--- src/rtl/rv32i_pkg.sv ---
// Shared RV32I definitions: opcodes, load funct3 codes, writeback-source
// enum and the opcode -> writeback decode used by the writeback stage.
package rv32i_pkg;

  localparam logic [6:0] OPC_LUI    = 7'b0110111;
  localparam logic [6:0] OPC_AUIPC  = 7'b0010111;
  localparam logic [6:0] OPC_JAL    = 7'b1101111;
  localparam logic [6:0] OPC_JALR   = 7'b1100111;
  localparam logic [6:0] OPC_BRANCH = 7'b1100011;
  localparam logic [6:0] OPC_LOAD   = 7'b0000011;
  localparam logic [6:0] OPC_STORE  = 7'b0100011;
  localparam logic [6:0] OPC_OPIMM  = 7'b0010011;
  localparam logic [6:0] OPC_OP     = 7'b0110011;

  localparam logic [2:0] F3_LB  = 3'b000;
  localparam logic [2:0] F3_LH  = 3'b001;
  localparam logic [2:0] F3_LW  = 3'b010;
  localparam logic [2:0] F3_LD  = 3'b011;
  localparam logic [2:0] F3_LBU = 3'b100;
  localparam logic [2:0] F3_LHU = 3'b101;
  localparam logic [2:0] F3_LWU = 3'b110;

  // Encoding is shared with the existing combinational decoder.
  typedef enum logic [1:0] {
    WB_ALU = 2'd0,
    WB_MEM = 2'd1,
    WB_PC4 = 2'd2
  } wb_src_e;

  typedef struct packed {
    logic    we;
    wb_src_e src;
  } wb_dec_t;

  typedef enum logic {
    ST_IDLE,
    ST_WAIT_LOAD
  } wb_state_e;

  // Opcode-only decode; the rd==x0 suppression is applied by the caller.
  function automatic wb_dec_t decode_wb(input logic [6:0] opcode);
    wb_dec_t d;
    d.we  = 1'b0;
    d.src = WB_ALU;
    case (opcode)
      OPC_LUI, OPC_AUIPC, OPC_OPIMM, OPC_OP: d.we = 1'b1;
      OPC_JAL, OPC_JALR: begin
        d.we  = 1'b1;
        d.src = WB_PC4;
      end
      OPC_LOAD: begin
        d.we  = 1'b1;
        d.src = WB_MEM;
      end
      default: d.we = 1'b0;
    endcase
    return d;
  endfunction

endpackage

--- src/rtl/wb_stage_ctrl_load_align.sv ---
// Combinational load formatter: selects the byte lane from addr_lo,
// sign/zero-extends to XLEN and flags funct3 codes illegal for this XLEN.
module load_align
  import rv32i_pkg::*;
#(
  parameter  int XLEN = 32,
  localparam int AW   = $clog2(XLEN / 8)
) (
  input  logic [2:0]      funct3,
  input  logic [AW-1:0]   addr_lo,
  input  logic [XLEN-1:0] rdata,
  output logic [XLEN-1:0] data,
  output logic            illegal
);

  // Halfword and word accesses ignore the low offset bits below their size;
  // at XLEN=32 the word lane mask clears every offset bit.
  logic [AW-1:0]   h_lane;
  logic [AW-1:0]   w_lane;
  logic [XLEN-1:0] b_sh;
  logic [XLEN-1:0] h_sh;
  logic [XLEN-1:0] w_sh;
  logic [7:0]      b_val;
  logic [15:0]     h_val;
  logic [31:0]     w_val;

  assign h_lane = addr_lo & ~AW'(1);
  assign w_lane = addr_lo & ~AW'(3);
  assign b_sh   = rdata >> {addr_lo, 3'b000};
  assign h_sh   = rdata >> {h_lane, 3'b000};
  assign w_sh   = rdata >> {w_lane, 3'b000};
  assign b_val  = b_sh[7:0];
  assign h_val  = h_sh[15:0];
  assign w_val  = w_sh[31:0];

  // Extension per funct3; 64-bit-only codes are illegal at XLEN=32.
  always_comb begin
    // NOTE: every output gets a default first so no path through the case
    // leaves it unassigned, which would otherwise infer a latch.
    data    = '0;
    illegal = 1'b0;
    case (funct3)
      F3_LB:  data = XLEN'($signed(b_val));
      F3_LH:  data = XLEN'($signed(h_val));
      F3_LW:  data = XLEN'($signed(w_val));
      F3_LBU: data = XLEN'(b_val);
      F3_LHU: data = XLEN'(h_val);
      F3_LWU: begin
        if (XLEN == 64) data = XLEN'(w_val);
        else illegal = 1'b1;
      end
      F3_LD: begin
        if (XLEN == 64) data = rdata;
        else illegal = 1'b1;
      end
      default: illegal = 1'b1;
    endcase
  end

endmodule

--- src/rtl/wb_stage_ctrl.sv ---
// Registered writeback stage: decodes the retiring instruction, waits for a
// variable-latency load response, formats load data and drives the register
// file write port. Reports the outstanding load rd for hazard detection.
module wb_stage_ctrl
  import rv32i_pkg::*;
#(
  parameter  int XLEN          = 32,
  parameter  int MAX_LOAD_WAIT = 15,
  localparam int AW            = $clog2(XLEN / 8)
) (
  input  logic            clk,
  input  logic            rst_n,
  input  logic            flush,
  input  logic            in_valid,
  output logic            in_ready,
  input  logic [6:0]      opcode,
  input  logic [2:0]      funct3,
  input  logic [4:0]      rd,
  input  logic [XLEN-1:0] alu_result,
  input  logic [XLEN-1:0] pc_plus4,
  input  logic [AW-1:0]   addr_lo,
  input  logic            dmem_rvalid,
  input  logic [XLEN-1:0] dmem_rdata,
  output logic            rf_we,
  output logic [4:0]      rf_waddr,
  output logic [XLEN-1:0] rf_wdata,
  output logic            pend_valid,
  output logic [4:0]      pend_rd,
  output logic            err
);

  localparam int            CW       = $clog2(MAX_LOAD_WAIT + 1);
  localparam logic [CW-1:0] CNT_LAST = CW'(MAX_LOAD_WAIT - 1);

  wb_state_e       state_q, state_d;
  logic [CW-1:0]   cnt_q, cnt_d;
  logic [2:0]      f3_q, f3_d;
  logic [4:0]      rd_q, rd_d;
  logic [AW-1:0]   addr_q, addr_d;
  logic            rf_we_q, rf_we_d;
  logic [4:0]      rf_waddr_q, rf_waddr_d;
  logic [XLEN-1:0] rf_wdata_q, rf_wdata_d;
  logic            err_q, err_d;

  wb_dec_t         dec;
  logic            accept;
  logic            load_acc;
  logic            timeout;
  logic [2:0]      align_f3;
  logic [XLEN-1:0] align_data;
  logic            align_illegal;

  assign dec      = decode_wb(opcode);
  assign in_ready = (state_q == ST_IDLE);
  assign accept   = in_valid && in_ready && !flush;
  assign load_acc = accept && (dec.src == WB_MEM);
  // Last permitted waiting cycle passed with no response.
  assign timeout  = (state_q == ST_WAIT_LOAD) && !dmem_rvalid && (cnt_q == CNT_LAST);

  // The aligner checks legality of the incoming funct3 while idle and
  // formats the response with the latched funct3 while waiting.
  assign align_f3 = (state_q == ST_IDLE) ? funct3 : f3_q;

  load_align #(.XLEN(XLEN)) u_load_align (
    .funct3  (align_f3),
    .addr_lo (addr_q),
    .rdata   (dmem_rdata),
    .data    (align_data),
    .illegal (align_illegal)
  );

  // State register.
  always_ff @(posedge clk or negedge rst_n) begin
    // NOTE: sequential state uses non-blocking assignments so every flop
    // samples pre-edge values regardless of block ordering.
    if (!rst_n) state_q <= ST_IDLE;
    else        state_q <= state_d;
  end

  // Next-state logic: flush, response and timeout all end the wait.
  always_comb begin
    state_d = state_q;
    case (state_q)
      ST_IDLE:      if (load_acc && !align_illegal) state_d = ST_WAIT_LOAD;
      ST_WAIT_LOAD: if (flush || dmem_rvalid || timeout) state_d = ST_IDLE;
      default:      state_d = ST_IDLE;
    endcase
  end

  // Output/datapath logic: write port, error pulse, wait counter, latches.
  always_comb begin
    rf_we_d    = 1'b0;
    rf_waddr_d = rf_waddr_q;
    rf_wdata_d = rf_wdata_q;
    err_d      = 1'b0;
    cnt_d      = cnt_q;
    f3_d       = f3_q;
    rd_d       = rd_q;
    addr_d     = addr_q;
    case (state_q)
      ST_IDLE: begin
        cnt_d = '0;
        if (accept) begin
          if (dec.src == WB_MEM) begin
            if (align_illegal) begin
              err_d = 1'b1;
            end else begin
              f3_d   = funct3;
              rd_d   = rd;
              addr_d = addr_lo;
            end
          end else if (dec.we && (rd != 5'd0)) begin
            rf_we_d    = 1'b1;
            rf_waddr_d = rd;
            rf_wdata_d = (dec.src == WB_PC4) ? pc_plus4 : alu_result;
          end
        end
      end
      ST_WAIT_LOAD: begin
        if (flush) begin
          cnt_d = '0;
        end else if (dmem_rvalid) begin
          cnt_d = '0;
          // x0 loads still wait for ordering but never write.
          if (rd_q != 5'd0) begin
            rf_we_d    = 1'b1;
            rf_waddr_d = rd_q;
            rf_wdata_d = align_data;
          end
        end else if (timeout) begin
          cnt_d = '0;
          err_d = 1'b1;
        end else begin
          cnt_d = cnt_q + CW'(1);
        end
      end
      default: cnt_d = '0;
    endcase
  end

  // Datapath registers.
  always_ff @(posedge clk or negedge rst_n) begin
    // NOTE: every register here is a plain flop with a defined reset value;
    // there is no storage array, so nothing is left unreset.
    if (!rst_n) begin
      cnt_q      <= '0;
      f3_q       <= '0;
      rd_q       <= '0;
      addr_q     <= '0;
      rf_we_q    <= 1'b0;
      rf_waddr_q <= '0;
      rf_wdata_q <= '0;
      err_q      <= 1'b0;
    end else begin
      cnt_q      <= cnt_d;
      f3_q       <= f3_d;
      rd_q       <= rd_d;
      addr_q     <= addr_d;
      rf_we_q    <= rf_we_d;
      rf_waddr_q <= rf_waddr_d;
      rf_wdata_q <= rf_wdata_d;
      err_q      <= err_d;
    end
  end

  assign rf_we      = rf_we_q;
  assign rf_waddr   = rf_waddr_q;
  assign rf_wdata   = rf_wdata_q;
  assign err        = err_q;
  assign pend_valid = (state_q == ST_WAIT_LOAD);
  assign pend_rd    = rd_q;

endmodule

--- config.mk ---
export PLATFORM = sky130hd
export DESIGN_NAME = wb_stage_ctrl
export DESIGN_NICKNAME = d
export VERILOG_FILES = /design/src/rtl/rv32i_pkg.sv /design/src/rtl/wb_stage_ctrl_load_align.sv /design/src/rtl/wb_stage_ctrl.sv
export SDC_FILE = /design/constraint.sdc
export NUM_CORES = 1
export LEC_CHECK = 0
export CAP_MARGIN = 20
export CORE_AREA = 5 5 95 97
export CTS_CLUSTER_SIZE = 24
export DETAILED_ROUTE_END_ITERATION = 16
export DIE_AREA = 0 0 100 102
export PLACE_DENSITY = 0.87
export SKIP_CTS_REPAIR_TIMING = 1
export SLEW_MARGIN = 10
export SYNTH_ARGS = -nofsm -noshare
export SYNTH_HDL_FRONTEND = slang
export SYNTH_SLANG_ARGS = --single-unit
--- constraint.sdc ---
create_clock -name clk -period 3.1 [get_ports clk]
set_input_delay 0.62 -clock clk [delete_from_list [all_inputs] [get_ports clk]]
set_output_delay 0.62 -clock clk [all_outputs]
set_load 0.01 [all_outputs]
== Word level (Yosys, flattened, before mapping) ==
Cells that the tools add are included.
W data, S select, Z words.
Word-level totals
  flip-flop bits (word level): 54
  bits in latches: 0
  memory bits (writable): 0
  bits in read-only memories: 0
  output and inout bits: 46
  logic and storage cells: 92
  memories: 0
Cells by class
  add/sub/neg operators: 1
  multipliers: 0
  divide/modulo/power cells: 0
  magnitude comparators: 0
  eq/ne operators: 20
  shift operators: 2
  muxes and demuxes: 40
  bitwise operators: 1
  reduce and logical (&&, ||, !) cells: 19
Operators by type and width (count)
  $mux W32: 7
  $pmux W32 S5: 1
  $pmux W32 S2: 1
  $shr A32 B5 Y16: 1
  $shr A32 B5 Y8: 1
  $mux W5: 6
  $mux W1: 15
  $eq A7 B5 Y1 const B: 2
  $eq A7 B6 Y1 const B: 2
  $eq A7 B7 Y1 const B: 2
  $mux W4: 3
  $pmux W5 S2: 1
  $reduce_bool A5 Y1: 2
  $pmux W4 S2: 1
  $eq A7 B2 Y1 const B: 1
  $logic_and A1 B1 Y1: 7
  $reduce_or A7 Y1: 1
  $eq A3 B3 Y1 const B: 2
  $ne A2 B1 Y1 const B: 3
  $ne A2 B2 Y1 const B: 3
  $pmux W1 S2: 3
  $reduce_and A6 Y1: 1
  $reduce_or A5 Y1: 1
  $add A4 B1 Y4 const B: 1
  13 further kinds: 15

== Longest topological paths before layout ==
Gate-level depths: netlist of the first run.
  depth in word-level cells: 9
  gate-level depth with buffers: 8
  depth with buffers taken out: 5

== Cells and area by module ==
From an unflattened synthesis of the first run, not the netlist that was laid out.
Second synthesis, totals
  cell total of the unflattened synthesis: 382
  area total of the unflattened synthesis: 3991.3 um^2
By module, submodules not included
  wb_stage_ctrl: instances 1, cells each 267, area an instance 3123.0 um^2, seq. area each 1351.3 um^2
  load_align: instances 1, cells each 115, area an instance 868.3 um^2, seq. area each 0.0 um^2

== Worst setup path after synthesis of the first run ==
Ideal clock, no wire load.
  kind: input to register
  start point: input opcode[4]
  end point: register rf_wdata_q[4], in the netlist rf_wdata[4]
  setup time: 0.126 ns
  arrival: 1.894 ns
  slack: 1.080 ns
  stages: 6
  path through: nand3b_1 -> nor2_2 -> buf_4 -> mux2_2 -> o21ai_0 -> a21oi_1
On the way
  longest elaborated chain between the ends: 9
RTL lines
  start: declaration: RTL line wb_stage_ctrl.sv:16  | input logic [6:0] opcode,
  $eq A7 B7 Y1: RTL line rv32i_pkg.sv:45  | case (opcode)
  $reduce_or A2 Y1
  $pmux W2 S2: RTL line rv32i_pkg.sv:45
  $eq A2 B2 Y1: RTL line wb_stage_ctrl.sv:115  | rf_wdata_d = (dec.src == WB_PC4) ? pc_plus4 : alu_result;
  $mux W32: RTL line wb_stage_ctrl.sv:115
  $mux W32: RTL line wb_stage_ctrl.sv:112  | end else if (dec.we && (rd != 5'd0)) begin
  $mux W32: RTL line wb_stage_ctrl.sv:104  | if (dec.src == WB_MEM) begin
  $mux W32: RTL line wb_stage_ctrl.sv:103  | if (accept) begin
  $pmux W32 S2: RTL line wb_stage_ctrl.sv:100  | case (state_q)
  end signal: assignment: RTL line wb_stage_ctrl.sv:161  | rf_wdata_q <= rf_wdata_d;
  end: declaration: RTL line wb_stage_ctrl.sv:42  | logic [XLEN-1:0] rf_wdata_q, rf_wdata_d;
Parallel ways exist; a longest one is shown, timed or not. The select of a mux whose other input is x is not followed.
A chain may end at the register's enable or synchronous reset.

== Worst setup path after layout of the first run ==
  start point: input rd[2]
  end point: register rf_wdata_q[12], in the netlist rf_wdata[12]
On the way
  longest elaborated chain between the ends: 4
RTL lines
  start: declaration: RTL line wb_stage_ctrl.sv:18  | input logic [4:0] rd,
  $reduce_bool A5 Y1: RTL line wb_stage_ctrl.sv:112
  $logic_and A1 B1 Y1: RTL line wb_stage_ctrl.sv:112
  $ne A2 B1 Y1 (no source line)
  $reduce_and A6 Y1 (no source line)
Every way passes these cells.

==> results.ini, run 1 <==
[floorplanning]
core_mm2=0.00805
die-area_mm2=0.0102
die_w_um=100
start_util=0.434
io-pin-count=164
core.rowCount=33
die_y_um=102

[detailed_routing]
viasPerCell=5.75
wl_per_cell_um=19.1
antenna_left=0
drc_errors=0
firstDrtPassIters=5
drt_iter0_markers=228
vias=3571
totalWireLength_mm=11.9

[sta]
hold_viol=0
fin_skew_ps=5.31
timing.final.crit_period_ps=2390
rsz0062_at_grt=no
setup-violations-final=0
period_share=0.772
final.setup.tns_ps=0
tightest_slew_ps=664
fmax_mhz=418
drv_slew=0
setup_ws_ps=708
slew_headroom=0.555

[layout]
synthToLayoutAreaGrowth_pct=51.5
multi_input_area_mm2=0.00199
mostFrequentLayoutCells=clkdlybuf4s50_1 (162), dfrtp_1 (53), o21ai_0 (45), a21oi_1 (40), mux2i_1 (39)
layout_commonest_cell=clkdlybuf4s50_1
seq_area_mm2=0.00135
fin_nets=636
antennaDiodeCount=0
fillCellCount=653
drive_above_1_share=0.0969

[synthesis]
async_reset_ff_frac=1.00
ys_types=47
syn_area_mm2=0.00349
synth_edf_count=0
ys_seq_elements=54
synth_ff_type=dfrtp_1
netlist_instances=364
yosys_warnings=0
synth_nets=484
synth.avg_cell_area_um2=9.59
ys_seq_area_frac=0.387

[clock_network]
cts_tree=yes
root_buffer=clkbuf_8
ctsLongestPathBuffers=2
clk_pin_slew_ps=90
numCtsBuffers=5
insertion_delay_ps=310
h-tree-depth=2
cts_num_sinks=54

[worst_setup_path]
critPathKind=input port to flop
r2r-start=pend_valid$_DFF_PN0_
critPathSlowestCell=or4_1
arrival_ps=2580
path_cells=clkdlybuf4s50_1 -> or4_1 -> o21ai_1 -> o21ai_4 -> buf_12 -> nand3_1 -> o21ai_0
critPathRequiredTime_ps=3280
cpPeakStageDelay_ps=560
cp-end-kind=flop
cp_max_fo=67
critPathLaunch=rd[2]
worstSetupStartpointType=input port

[power]
leakage_nw=1.93
powerDensity_mw_per_mm2=398
ir_drop_mv=0.235
total_power_w=0.00210

[placed_design]
dp_hpwl_mm=9.43
place_congestion=0.921
portBuffers=163
post-place-ws_ps=330

[hold_path]
hp-class=input port to async pin

[outcome]
status=finished, final reports clean

[grt]
grtUsageTotal=0.226
grt_pass1_vias=3655
grt-ovfl-total=0
grt_pass1_wl_mm=18.4
antenna_found_initial=0
grt_max_degree=68

[job]
drv_cap=0

## cells by family after synthesis
kind of cell               after synthesis  synth area share
AOI/OAI and AO/OA                      132             0.238
xor gates and xnor gates                 2           0.00502
adders and majority gates                2           0.00716
buffers and inverters                   29            0.0462
DFF                                     54             0.387
muxes                                   65             0.199
and+or+nand+nor                         80             0.118
## synthesized netlist by cell type, types with 3 or more instances
| cell | number | area share |
|---|---|---|
| a21oi_1 | 40 | 0.057 |
| a221oi_1 | 9 | 0.023 |
| buf_2 | 8 | 0.011 |
| buf_4 | 5 | 0.011 |
| buf_6 | 3 | 0.0097 |
| clkbuf_1 | 8 | 0.0086 |
| dfrtp_1 | 54 | 0.39 |
| inv_1 | 4 | 0.0043 |
| mux2_2 | 24 | 0.077 |
| mux2i_1 | 39 | 0.11 |
| nand2_1 | 27 | 0.029 |
| nand3_1 | 13 | 0.019 |
| nor2_1 | 18 | 0.019 |
| nor2b_1 | 3 | 0.0054 |
| o2111ai_1 | 8 | 0.020 |
| o21ai_0 | 45 | 0.064 |
| o21ai_1 | 5 | 0.0072 |
| o22a_1 | 16 | 0.040 |
## final timing paths
| check | slack [ps] | end | cells past startpoint |
|---|---|---|---|
| min in group clk | 510 | cnt_q[0]$_DFF_PN0_ | 1 |
| setup / recovery | 710 | rf_wdata[12]$_DFFE_PN0P_ | 7 |
| hold reg to reg | 510 | cnt_q[0]$_DFF_PN0_ | 1 |
| setup reg to reg | 840 | rf_wdata[27]$_DFFE_PN0P_ | 5 |
| hold / removal | 200 | pend_rd[1]$_DFFE_PN0P_ | 1 |
| max in group asynchronous | 2250 | rf_wdata[20]$_DFFE_PN0P_ | 2 |
## per-stage QoR
step                hold slack, ps  cell area, um^2   util  cells
finish                         199             5290  0.657    621
CTS                            201             5290  0.657    621
global placement               469             5180  0.643    614
global route                   217             5290  0.657    621
detailed placement             496             5180  0.643    614
floorplan                      324             3490      -    364
## report_power, final
group / switching, W / total, W / leakage (nW) / internal [W]
combinational: 0.000271 / 0.000722 / 1.18 / 0.000452
sequential: 0.0000745 / 0.000900 / 0.691 / 0.000826
clock: 0.000223 / 0.000481 / 0.0573 / 0.000259
## metal layers
metal / vias to the layer above / part of all wire / track usage
met2: 153 / 0.51 / 0.406
li1: 1671 / - / -
met1: 1733 / 0.40 / 0.269
met4: 0 / 0.017 / 0.0570
met5: - / 0 / 0
met3: 14 / 0.079 / 0.0614
## critical path, delay by kind of cell
family	cells	cell delay [ps]
simple gates	2	790
compound gates	3	490
buf+inv	2	640
## area by class of cell
class                   count  share of cell area
flip-flops and latches     54               0.256
inverters                   4             0.00284
repair buffers            170               0.320
well taps                 105              0.0248
clock buffers               6              0.0156
clock inverters             1             0.00568
multi-input cells         281               0.376
## flip-flops by register name, summed over array words and instances (netlist names)
signal / cells
rf_waddr: 5
pend_rd: 5
rf_we: 1
addr_q: 2
rf_wdata: 32
cnt_q: 4
err: 1
pend_valid: 1
f3_q: 3
No activity file was read; power rests on OpenSTA's default activity.
==> run 2: changes to the inputs <==
Settings changed: CORE_AREA 5 5 95 97 to 5 5 102 104, DIE_AREA 0 0 100 102 to 0 0 107 109, PLACE_DENSITY 0.87 to 0.8.
Clock period 3.1 ns to 2 ns, I/O delays scaled along.
==> run 2 against run 1 <==
  * The flow now finishes with violations (negative setup slack)
  * Wire length up 4.4%
  * Cell area up 6.4%
  * Global-route usage down 1.9 points
  * Setup slack worse by 750 ps
  * First-iteration DRC count up 39%
  * Count of clock-buffer cells in the layout up 1
  * Clock skew up 9.9 ps
  * Hold slack worse by 120 ps
  * Sequential power up 54%
  * Critical endpoint is now rf_wdata[10]$_DFFE_PN0P_
  * Largest power group unchanged
==> results.ini, run 2 (same netlist as run 1, synthesis figures left out) <==
[outcome]
status=complete, but fails checks
failed_checks=negative setup slack

[detailed_routing]
antenna_left=0
drt_iter0_markers=316
totalWireLength_mm=12.4
viasPerCell=5.54
drc_errors=0
firstDrtPassIters=5
wl_per_cell_um=18.6
vias=3688

[layout]
multi_input_area_mm2=0.00203
fin_nets=670
final_area_mm2=0.00563
seq_area_mm2=0.00135
layout_commonest_cell=clkdlybuf4s50_1
drive_above_1_share=0.160
mostFrequentLayoutCells=clkdlybuf4s50_1 (161), dfrtp_1 (53), o21ai_0 (45), a21oi_1 (40), mux2i_1 (39)
fillCellCount=797
largest_register_ffs=32
synthToLayoutAreaGrowth_pct=61.2

[grt]
grt-busiest-layer=met2
grtUsageTotal=0.207
antenna_found_initial=1
grt_max_degree=30
grt.met3_usage=0.0515
grt_pass1_wl_mm=19.2
grt-ovfl-total=0
grtUsageMet1=0.243
grt_pass1_vias=3823
met2_usage=0.369

[placed_design]
portBuffers=163
dpl_cell_area_mm2=0.00546
dp_hpwl_mm=9.99
place_congestion=0.932

[sta]
fin_skew_ps=15.2
tightest_slew_ps=605
setup-violations-final=11
slew_headroom=0.597
drv_slew=0
timing.final.crit_period_ps=2040
setup_ws_ps=-42.7
rsz0062_at_grt=yes
period_share=1.02
fmax_mhz=490
hold_viol=0

[worst_setup_path]
reg2reg_to=rf_wdata[10]$_DFFE_PN0P_
path_cells=buf_4 -> buf_4 -> nand2b_1 -> o32a_1 -> o21bai_4 -> a221oi_1 -> o21ai_0
worst_r2r_path_depth=7
cp_max_fo=19
critPathKind=flop to flop
cp-end-kind=flop
arrival_ps=2220
cp_common_cell=buf_4
cpPeakStageDelay_ps=470
ff2ff_setup_slack_ps=-40
critPathSlowestCell=a221oi_1
worstSetupStartpointType=flop
critPathRequiredTime_ps=2180
r2r-start=pend_valid$_DFF_PN0_

[power]
intPower_w=0.00239
powerDensity_mw_per_mm2=585
switching_share=0.275
seqPwrFrac=0.422
ir_drop_mv=0.309
p_switching_w=0.000904
leakage_nw=2.12
clockPowerShare=0.222
combPwrFrac=0.355
total_power_w=0.00329

[floorplanning]
start_util=0.369
io-pin-count=164
die_y_um=109
die_w_um=107
core_mm2=0.00946
die-area_mm2=0.0117
core.rowCount=36

[clock_network]
numCtsBuffers=5
insertion_delay_ps=320
cts_num_sinks=54
ctsLongestPathBuffers=2
h-tree-depth=2
cts_tree=yes
clk_pin_slew_ps=110
root_buffer=clkbuf_8

[hold_path]
hp-class=input port to async pin

[job]
drv_cap=0

==> run 2: cell count changes in the layout (fill, tap and decap cells not counted), sizes merged <==
| cell | before | now |
|---|---|---|
| clkbuf | 6 | 7 |
| diode | 0 | 1 |
| clkdlybuf4s50 | 162 | 161 |
| dlymetal6s2s | 0 | 1 |
| buf | 8 | 42 |
==> run 2: final cells by class <==
type                            instances  share of cell area
Timing Repair Buffer                  204               0.353
Clock buffer                            7              0.0136
Clock inverter                          1             0.00533
Inverter                                4             0.00267
Tap cell                              114              0.0253
Sequential cell                        54               0.240
Multi-Input combinational cell        281               0.360
Antenna cell                            1            0.000445
==> run 2: power groups by stage <==
| stage | sequential [W] | combinational [W] | clock (W) |
|---|---|---|---|
| after CTS | 0.00139 | 0.00117 | 0.000750 |
| after detailed placement | 0.00141 | 0.00117 | 0 |
| after global placement | 0.00141 | 0.00114 | 0 |
| final | 0.00139 | 0.00117 | 0.000732 |
| after global routing | 0.00142 | 0.00126 | 0.000788 |
| after floorplan | 0.00149 | 0.000298 | 0 |
==> run 2: per-stage QoR <==
stage / TNS [ps] / instances / utilization / setup WS, ps / hold slack [ps]
3_5_place_dp: -13510 / 657 / 0.577 / -355 / 444
6_report: -350 / 666 / 0.595 / -42.7 / 80.0
4_1_cts: -482 / 665 / 0.588 / -81.2 / 92.2
5_1_grt: -1130 / 666 / 0.595 / -124 / 118
3_3_place_gp: -11040 / 657 / 0.577 / -299 / 420
2_1_floorplan: 0 / 364 / - / 159 / 104
==> run 2: worst max-delay path, delay by kind of cell (launching register included) <==
kind	cells	cell delay (ps)
AOI/OAI and AO/OA	4	990
buffers and inverters	2	410
DFF	1	390
and+or+nand+nor	1	130
==> run 2: routing by layer <==
metal / share of wire / wire length, um / vias up
li1: - / - / 1742
met2: 0.51 / 6280 / 145
met4: 0.025 / 308 / 0
met5: 0 / 0 / -
met3: 0.069 / 858 / 22
met1: 0.40 / 4960 / 1779
==> run 2: worst max path at each step <==
stage	start	to	slack (ps)	cells past startpoint
floorplan	pend_valid$_DFF_PN0_	f3_q[1]$_DFFE_PN0P_	160	6
global placement	rd[1]	rf_wdata[7]$_DFFE_PN0P_	-300	6
detailed placement	rd[1]	rf_wdata[8]$_DFFE_PN0P_	-350	7
CTS	pend_valid$_DFF_PN0_	in_ready	-80	4
global route	pend_valid$_DFF_PN0_	rf_wdata[10]$_DFFE_PN0P_	-120	7
finish	pend_valid$_DFF_PN0_	rf_wdata[10]$_DFFE_PN0P_	-40	7
